==> config.mk <==
export PLATFORM = sky130hd
export DESIGN_NAME = stream_mux_n
export DESIGN_NICKNAME = d
export VERILOG_FILES = /design/src/rtl/rr_arbiter_n.sv /design/src/rtl/stream_mux_n.sv
export SDC_FILE = /design/constraint.sdc
export NUM_CORES = 1
export LEC_CHECK = 0
export BUFFER_PORTS_ARGS = -buffer_cell sky130_fd_sc_hd__buf_2
export CAP_MARGIN = 20
export CORE_AREA = 2 2 39 41
export DETAILED_ROUTE_END_ITERATION = 8
export DIE_AREA = 0 0 41 43
export PLACE_DENSITY = 0.8
export SKIP_LAST_GASP = 1
export SLEW_MARGIN = 20
export SYNTH_ARGS = -nofsm -noshare
export SYNTH_HDL_FRONTEND = slang
export SYNTH_SLANG_ARGS = --single-unit
==> constraint.sdc <==
create_clock -name clk -period 4.4 [get_ports clk]
set_clock_uncertainty 0.1 [all_clocks]
set_input_delay 0.66 -clock clk [delete_from_list [all_inputs] [get_ports clk]]
set_output_delay 0.66 -clock clk [all_outputs]
set_load 0.02 [all_outputs]
==> src/rtl/rr_arbiter_n.sv <==
// Combinational N-way arbiter: grants the first requester found searching
// upward from ptr, wrapping from N-1 back to 0.
module rr_arbiter_n #(
  parameter int N = 3,
  localparam int SW = (N > 1) ? $clog2(N) : 1
) (
  input  logic [N-1:0]  req,
  input  logic [SW-1:0] ptr,
  input  logic          en,
  output logic [N-1:0]  grant,
  output logic [SW-1:0] gidx
);

  logic found_s;
  int   idx_s;

  // Priority search starting at ptr; indices are wrapped with a subtraction so non-power-of-2 N is exact
  always_comb begin
    found_s = 1'b0;
    gidx    = '0;
    idx_s   = 0;
    for (int k = 0; k < N; k++) begin
      idx_s = int'(ptr) + k;
      if (idx_s >= N) begin
        idx_s = idx_s - N;
      end else begin
        idx_s = idx_s;
      end
      if (!found_s && req[idx_s]) begin
        found_s = 1'b1;
        gidx    = SW'(idx_s);
      end else begin
        found_s = found_s;
      end
    end
    if (en && found_s) begin
      grant = {{(N-1){1'b0}}, 1'b1} << gidx;
    end else begin
      grant = '0;
    end
  end

endmodule

==> src/rtl/stream_mux_n.sv <==
// N-input, W-bit stream multiplexer with select or round-robin arbitration,
// valid/ready handshakes and a single registered output stage.
module stream_mux_n #(
  parameter int N = 3,
  parameter int W = 2
) (
  input  logic                   clk,
  input  logic                   rst,
  input  logic [N*W-1:0]         in_data,
  input  logic [N-1:0]           in_valid,
  output logic [N-1:0]           in_ready,
  input  logic [$clog2(N)-1:0]   sel,
  input  logic                   rr_mode,
  output logic [W-1:0]           out_data,
  output logic [$clog2(N)-1:0]   out_ch,
  output logic                   out_valid,
  input  logic                   out_ready
);

  localparam int SW = $clog2(N);

  logic [W-1:0]  out_data_q,  out_data_d;
  logic [SW-1:0] out_ch_q,    out_ch_d;
  logic          out_valid_q, out_valid_d;
  logic [SW-1:0] ptr_q,       ptr_d;

  logic          load_en_s;
  logic          arb_en_s;
  logic [SW-1:0] sel_eff_s;
  logic [N-1:0]  arb_req_s;
  logic [N-1:0]  grant_s;
  logic [SW-1:0] gidx_s;
  logic          xfer_s;

  // Clamp out-of-range selects to the last channel; in select mode only that channel may request
  always_comb begin
    if (int'(sel) >= N) begin
      sel_eff_s = SW'(N - 1);
    end else begin
      sel_eff_s = sel;
    end
    if (rr_mode) begin
      arb_req_s = in_valid;
    end else begin
      arb_req_s = in_valid & ({{(N-1){1'b0}}, 1'b1} << sel_eff_s);
    end
  end

  assign load_en_s = !out_valid_q || out_ready;
  assign arb_en_s  = load_en_s && !rst;

  rr_arbiter_n #(.N(N)) u_arb (
    .req   (arb_req_s),
    .ptr   (ptr_q),
    .en    (arb_en_s),
    .grant (grant_s),
    .gidx  (gidx_s)
  );

  // A grant is only issued to a valid requester, so any grant bit is a transfer
  assign xfer_s   = |grant_s;
  assign in_ready = grant_s;

  // Next-state for the output stage and the round-robin pointer
  always_comb begin
    out_data_d  = out_data_q;
    out_ch_d    = out_ch_q;
    out_valid_d = out_valid_q;
    ptr_d       = ptr_q;
    if (xfer_s) begin
      out_data_d  = in_data[int'(gidx_s)*W +: W];
      out_ch_d    = gidx_s;
      out_valid_d = 1'b1;
    end else if (out_ready) begin
      out_valid_d = 1'b0;
    end else begin
      out_valid_d = out_valid_q;
    end
    if (xfer_s && rr_mode) begin
      if (gidx_s == SW'(N - 1)) begin
        ptr_d = '0;
      end else begin
        ptr_d = gidx_s + SW'(1);
      end
    end else begin
      ptr_d = ptr_q;
    end
  end

  // State registers
  always_ff @(posedge clk or posedge rst) begin
    if (rst) begin
      out_data_q  <= '0;
      out_ch_q    <= '0;
      out_valid_q <= 1'b0;
      ptr_q       <= '0;
    end else begin
      out_data_q  <= out_data_d;
      out_ch_q    <= out_ch_d;
      out_valid_q <= out_valid_d;
      ptr_q       <= ptr_d;
    end
  end

  assign out_data  = out_data_q;
  assign out_ch    = out_ch_q;
  assign out_valid = out_valid_q;

endmodule

Word-level counts from Yosys, hierarchy flattened
Cells that the tools add are included.
Widths: inputs -> output; s select.

storage, ports and cells
  flip-flop bits (word level) = 7
  output and inout bits = 8
  logic and storage cells = 58

operators by class
  add/sub/neg operators = 6
  order comparisons = 7
  eq/ne operators = 1
  shift-type cells = 3
  mux-type cells = 24
  bitwise operators = 1
  reduce and logical (&&, ||, !) cells = 12

operator list
  operator               count
  $lt 32x4->1 const B    3
  $mux 32                3
  $ge 32x3->1 const B    2
  $sub 32x3->32 const B  2
  $mux 1                 11
  $mux 2                 5
  $bmux 1 s2             3
  $mux 3                 2
  $shiftx 6x4->2         1
  $shl 1x2->3 const A    2
  $logic_and 1x1->1      5
  $ge 2x2->1 const B     2
  $logic_not 1->1        4
  $add 2x1->3 const B    1
  $add 2x2->3 const B    1
  $and 3x3->3            1
  $reduce_or 3->1        1
  $sub 2x2->3 const B    1
  $add 2x1->2 const B    1
  $eq 2x2->1 const B     1
  $reduce_bool 2->1      1
  $logic_or 1x1->1       1

Logic depth before layout (Yosys ltp)
Gate-level depths: netlist (run 1).

  depth in word-level cells = 19
  mapped depth = 8

By module
Synthesis (run 1) repeated with hierarchy kept, for this count alone.

unflattened totals
  cell total of the unflattened synthesis = 70
  area total of the unflattened synthesis = 661.9 µm²

by module, submodules not included
  module        instances  cells each  area each (µm²)  sequential area each (µm²)
  stream_mux_n  1          33          387.9            175.2
  rr_arbiter_n  1          37          274.0            0.0

Worst setup path before layout (run 1)
Ideal clock, no wire load.

  path type = input to output
  from = input rst
  to = output in_ready[0]
  arrival time = 1.866 ns
  slack = 1.774 ns
  stages on the path = 6
  path buffers = 1
  path through = inv_1 > o21a_1 > o21ai_2 > or3_1 > buf_6 > nor2b_1

on the way
  word-level cells in the longest chain between the ends = 4

RTL lines
  item                       RTL line            source
  start: declaration         stream_mux_n.sv:8   input logic rst,
  $logic_not 1->1 (no line)  --
  $logic_and 1x1->1          stream_mux_n.sv:50  assign arb_en_s = load_en_s && !rst;
  $logic_and 1x1->1          rr_arbiter_n.sv:36  if (en && found_s) begin
  $mux 3                     rr_arbiter_n.sv:36
  end: declaration           stream_mux_n.sv:11  output logic [N-1:0] in_ready,

No other way between the ends.

Worst setup path after layout (run 1)
  from = register ptr_q[0]
  to = output in_ready[0]

on the way
  word-level cells in the longest chain between the ends = 14
  elaborated cells on any way between the ends = 33
  classes of those cells = add/sub (5); order compare (3); shift (1); mux (19); reduce/logical (5)

RTL lines
  item                                                    RTL line             source
  start: declaration                                      stream_mux_n.sv:25   logic [SW-1:0] ptr_q, ptr_d;
  start signal: assignment                                stream_mux_n.sv:101  ptr_q <= ptr_d;
  branches (longest 13 deep; another with $sub 32x3->32)  --
  $mux 3 (*)                                              rr_arbiter_n.sv:36

Mark *: on every way between the ends. The select of a mux whose other input is x is not followed.

==> run summary, run 1 <==
post-layout util = 59.13%
peak supply drop = 0.0002462 V
Clk Latency, worst-skew pair = 0.25 ns
max-slew violation count = 0
Slowest Stage Delay on Critical Path = 0.49 ns
Max Fclk = 326.5 MHz
Layout Nets = 122
Area Overhead vs Synth = 21.56%
cts repair resizes = 0
Mapped Nets = 96
maxcap violations = 0
cts bufs inserted = 3
Inst Count DP = 116
count of non-filler cells in the finished layout = 120
ANT nets after route = 0
first-pass GRT wire length = 2635 um
sequential area share after synthesis = 26.02%
initial core utilization = 48.64%
Min-Delay Path Class = in -> async
arrival time at the worst endpoint = 2.30 ns
root buffer cell = clkbuf_4
Iter 0 DRT Violations = 15
R2R Setup Slk = 2.05 ns
Seq. cell area = 175.2 um2
die boundary height = 43 um
CTS tree = yes
CTS max path bufs = 2
Final HPWL DP = 1321 um
slowest CP cell = nor3_1
Pwr Total = 0.4860 mW
GRT Util Overall = 21.20%
Total Wirelength = 1570 um
routed len/inst = 13.08 um
largest net degree at the start of global routing = 10
cell count after synthesis = 79
drc violations = 0
Clock Pin Slew Worst Setup and Hold Paths = 0.05 ns
Final Cell Area = 818.3 um2
antenna violations before repair = 0
vias per cell = 5.675
Core Rows = 14
Multi-input gate area = 437.9 um2
Syn Area/Cell = 8.521 um2
status = finished clean
Pleak = 0.3954 nW
cts hold-fix bufs = 0
Critical Path, Cell by Cell = inv_1 -> ha_1 -> nor3_1 -> a31oi_4 -> o21ai_2 -> or3_1 -> nor2b_1 -> buf_2
r2r endpoint = out_ch[0]
Power Density = 593.9 nW/um2
Setup WS pre-CTS = 1.569 ns
routability cong. = 0.8222
crit start category = flop
port bufs = 22
FILL cells = 137
Core ar. = 1384 um2
Reg2Reg Depth = 7
Slew headroom = 62.12%
Cell Area, Synth = 673.1 um2
warnings from Yosys = 0
Final min period = 3.063 ns
FF+latch count, synth = 7
DR vias = 681
RR Startpoint = ptr_q[0]
Setup Total Neg Slack = 0 ns
synth unique cells = 38
IO Pins = 23
share of cells above drive strength 1 = 36.54%
Worst Setup End Kind = primary output
CP max FO = 8
placed cell areas = 792.0 um2
RSZ-0062 raised after global routing = false
H-tree Lvls = 1
Tightest Pin Transition = 0.5638 ns
grt total ovfl = 0
final worst slack = 1.337 ns
iteration count of the initial detailed-routing pass = 4
number of global-route vias before repair = 649
final hold vios = 0
final period utilization = 69.62%
final setup vio count = 0
die width = 41 um
total die area = 1763 um2
Crit Path Category = reg -> out
hold slack = 0.2292 ns
Clock Sinks = 7
Crit path required time = 3.64 ns
Post-CTS Setup Bufs = 0
diodes inserted = 0
[Yosys cell counts]
cell type  number  area, um2
a2111oi_2       1      15.01
a211oi_2        1      12.51
a21oi_1         2      10.01
a21oi_2         1      8.760
a31oi_1         3      18.77
a31oi_4         1      21.27
a32oi_1         2      17.52
a41oi_1         1      8.760
and2_1          1      6.260
and3_1          1      6.260
buf_6           1      11.26
dfrtp_1         7      175.2
ha_1            2      25.02
inv_1          13      48.80
mux2_2          1      11.26
mux2_4          1      15.01
mux2i_1         1      10.01
nand2_1         4      15.01
nand2_2         1      6.260
nand2b_1        1      6.260
nand3_1         2      10.01
nand3_2         1      10.01
nand3b_4        1      20.02
nand4_1         2      12.51
nor2_1          3      11.26
nor2b_1         3      18.77
nor3_1          3      15.01
nor4_1          2      12.51
o211ai_1        2      15.01
o21a_1          2      15.01
o21ai_0         4      20.02
o21ai_1         1      5.000
o21ai_2         2      17.52
o21ba_2         1      10.01
o21bai_2        1      11.26
o22ai_1         1      6.260
o31ai_1         1      7.510
or3_1           1      6.260
[power breakdown]
group / leakage [nW] / internal, mW / switching, mW
Sequential: 0.0851 / 0.0938 / 0.0172
Clock: 0.0150 / 0.0345 / 0.0223
Combinational: 0.295 / 0.118 / 0.200
[critical path: cells and delay by family (launching register included)]
kind | cells | cell delay, ns
AO/OA/AOI/OAI | 2 | 0.28
adder cells (fa/ha/maj) | 1 | 0.32
AND/OR/NAND/NOR | 3 | 0.86
flip-flops | 1 | 0.37
buffers and inverters | 2 | 0.21
[cells in the final DEF, fill, tap and decap left out, drive strengths merged, types with 2 or more instances in the layout]
master and instances:
buf 22, inv 13, dfrtp 7, o21ai 7
nand2 5, a31oi 4, clkbuf 4, nor3 3
nor2b 3, nor2 3, a21oi 3, nand3 3
o21a 2, o211ai 2, nand4 2, nor4 2
a32oi 2, ha 2, mux2 2
[state kept, by name, indices dropped and copies added, names as in the netlist]
signal and flops:
ptr_q 2, out_ch 2, out_data 2, out_valid 1
[worst max path at each step]
stage                        start  slack (ns)  cells after the start           to
after floorplan                rst        1.77                      6  in_ready[0]
after global placement     rr_mode        1.61                      7  in_ready[1]
after detailed placement   rr_mode        1.57                      7  in_ready[1]
after CTS                 ptr_q[0]        1.33                      8  in_ready[0]
after global routing      ptr_q[0]        1.11                      8  in_ready[0]
final                     ptr_q[0]        1.34                      8  in_ready[0]
[cell families (layout without fill, tap and decap cells)]
group                    after synthesis  after routing  share of synthesized area (%)
multiplexers                           3              3                          5.390
flip-flops                             7              7                          26.02
buffers and inverters                 14             39                          8.922
adder cells (fa/ha/maj)                2              2                          3.717
AO/OA/AOI/OAI                         27             27                          32.71
AND/OR/NAND/NOR                       26             26                          23.24
[layer usage]
metal	global-route usage [%]	vias up	wire [um]	share of wire (%)
met5	0	-	0	0
met4	8.000	0	18	1.1
met3	0	4	68	4.3
met2	36.25	24	825	53
met1	26.67	313	658	42
li1	-	340	-	-
[area by class of cell]
class                           instances  area share, %
Multi-Input combinational cell         58          53.52
Sequential cell                         7          21.41
Timing Repair Buffer                   22          13.46
Inverter                               13          5.963
Clock buffer                            4          3.211
Tap cell                               16          2.446
No activity file was read; power rests on OpenSTA's default activity.
==> run 2, diff against run 1 <==
--- a/config.mk
+++ b/config.mk
@@ -7,10 +7,10 @@
 export LEC_CHECK = 0
 export BUFFER_PORTS_ARGS = -buffer_cell sky130_fd_sc_hd__buf_2
 export CAP_MARGIN = 20
-export CORE_AREA = 2 2 39 41
+export CORE_MARGIN = 2
+export CORE_UTILIZATION = 48
 export DETAILED_ROUTE_END_ITERATION = 8
-export DIE_AREA = 0 0 41 43
-export PLACE_DENSITY = 0.8
+export PLACE_DENSITY = 0.77
 export SKIP_LAST_GASP = 1
 export SLEW_MARGIN = 20
 export SYNTH_ARGS = -nofsm -noshare
==> constraint.sdc (replaced) <==
create_clock -name clk -period 2.9 [get_ports clk]
set_clock_uncertainty 0.1 [all_clocks]
set_input_delay 0.435 -clock clk [delete_from_list [all_inputs] [get_ports clk]]
set_output_delay 0.435 -clock clk [all_outputs]
set_load 0.02 [all_outputs]
==> run 2 against run 1 <==
Count of clock-buffer cells in the layout did not move. Utilization is 4.6 points higher. Worst setup slack got worse by 1.2 ns. Combinational power grew 56%. Sequential share of layout area fell by 0.29 points. Sequential power up 50%. Final cell count unchanged. Total power up 56%. First-iteration DRC count rose by 13%. Global-route usage increased by 0.79 points. Critical path type unchanged.
==> run summary, run 2 (synthesis gave the netlist of run 1 again) <==
status = finished clean
peak supply drop = 0.0003804 V (+55%)
Setup WS pre-CTS = 0.2971 ns (-1.272 ns)
grt total ovfl = 0 (unchanged)
arrival time at the worst endpoint = 2.24 ns (-0.06 ns)
Power Density = 913.0 nW/um2 (+54%)
cts bufs inserted = 3 (unchanged)
cts hold-fix bufs = 0 (unchanged)
diodes inserted = 0 (unchanged)
Layout Nets = 123 (+0.82%)
Tightest Pin Transition = 0.4456 ns (-0.1182 ns)
final period utilization = 95.54%
final hold vios = 0 (unchanged)
DR vias = 700 (+2.8%)
Clk Latency, worst-skew pair = 0.26 ns (about the same)
die boundary height = 41.45 um (-3.6%)
initial core utilization = 51.73% (+3.1 points)
Final HPWL DP = 1392 um (+5.4%)
CTS max path bufs = 2 (unchanged)
iteration count of the initial detailed-routing pass = 4 (unchanged)
port bufs = 22 (unchanged)
Max Fclk = 360.9 MHz
CTS tree = yes
Critical Path, Cell by Cell = inv_1 -> ha_1 -> nor3_2 -> a31oi_4 -> o21ai_2 -> or3_1 -> nor2b_1 -> buf_2
Post-CTS Setup Bufs = 0 (unchanged)
maxcap violations = 0 (unchanged)
Total Wirelength = 1663 um (+5.9%)
max-slew violation count = 0 (unchanged)
GRT Util Overall = 21.99% (+0.79 points)
vias per cell = 5.833 (+2.8%)
Reg2Reg Depth = 7 (unchanged)
Pleak = 0.4009 nW (+1.4%)
Setup Total Neg Slack = 0 ns (unchanged)
drc violations = 0 (unchanged)
routed len/inst = 13.86 um (+5.9%)
Slew headroom = 70.07% (+7.9 points)
first-pass GRT wire length = 2918 um (+11%)
crit start category = flop
total die area = 1718 um2 (-2.5%)
Iter 0 DRT Violations = 17 (+2)
RSZ-0062 raised after global routing = false
final worst slack = 0.1293 ns (-1.208 ns)
Area Overhead vs Synth = 23.23%
Core ar. = 1301 um2 (-6.0%)
CP max FO = 8 (unchanged)
routability cong. = 0.8837 (+7.5%)
largest net degree at the start of global routing = 10 (unchanged)
die width = 41.45 um (+1.1%)
root buffer cell = clkbuf_4
slowest CP cell = dfrtp_1
r2r endpoint = out_ch[0]
Min-Delay Path Class = in -> async
IO Pins = 23 (unchanged)
share of cells above drive strength 1 = 38.10% (+1.6 points)
most frequent cells in the layout = buf_2, inv_1, dfrtp_1
Crit Path Category = reg -> out
antenna violations before repair = 0 (unchanged)
FILL cells = 125 (-8.8%)
Clock Sinks = 7 (unchanged)
RR Startpoint = ptr_q[0]
Slowest Stage Delay on Critical Path = 0.39 ns (-0.10 ns)
cts repair resizes = 1 (+1)
number of global-route vias before repair = 696 (+7.2%)
commonest non-fill, non-tap cell in the layout = buf_2
Crit path required time = 2.37 ns (-1.27 ns)
Clock Pin Slew Worst Setup and Hold Paths = 0.06 ns (about the same)
worst setup path end = in_ready[0]
Final min period = 2.771 ns
Pwr Total = 0.7574 mW (+56%)
Core Rows = 13 (-1)
Critical Path Source = ptr_q[0]
Worst Setup End Kind = primary output
H-tree Lvls = 1 (unchanged)
ANT nets after route = 0 (unchanged)
R2R Setup Slk = 0.64 ns (-1.41 ns)
final setup vio count = 0 (unchanged)
run 2: worst min path at each step:
stage	from	endpoint	slack (ns)	depth (start not counted)
5_1_grt	rst	out_ch[0]	0.12	3
4_1_cts	rst	ptr_q[1]	0.09	3
6_report	rst	ptr_q[1]	0.08	3
3_5_place_dp	rst	out_ch[0]	0.38	3
2_1_floorplan	rst	out_ch[0]	0.15	1
3_3_place_gp	rst	out_data[1]	0.37	3
run 2: through the flow:
step	instance area (um2)	hold slack, ns	instances	utilization [%]
5_1_grt	829.5	0.1154	120	63.75
3_3_place_gp	798.3	0.3693	116	61.35
3_5_place_dp	798.3	0.3751	116	61.35
2_1_floorplan	673.1	0.1467	79	-
6_report	829.5	0.08346	120	63.75
4_1_cts	829.5	0.09408	120	63.75
run 2: cell type report:
cell class                      count  area [um2]  share of cell area [%]
Inverter                           13       48.80                   5.882
Multi-Input combinational cell     58       442.9                   53.39
Timing Repair Buffer               23       117.6                   14.18
Clock buffer                        4       26.28                   3.167
Sequential cell                     7       175.2                   21.12
Tap cell                           15       18.77                   2.262
run 2: critical path: cells and delay by family (launching register included):
| family | cells | cell delay, ns |
|---|---|---|
| adders and majority gates | 1 | 0.34 |
| buffers and inverters | 2 | 0.24 |
| DFF | 1 | 0.39 |
| and+or+nand+nor | 3 | 0.73 |
| AOI/OAI and AO/OA | 2 | 0.27 |
run 2: power breakdown:
group,switching (mW),internal [mW]
registers,0.0239,0.142
clock network,0.0423,0.0529
logic,0.312,0.184
total,0.378,0.379
run 2: metal layers:
metal  track usage, %  up-vias  routed length [um]
li1                 -      343                   -
met1            26.49      325                 734
met2            37.19       27                 792
met3            1.304        5                  89
met4            14.84        0                  46
met5                0        -                   0
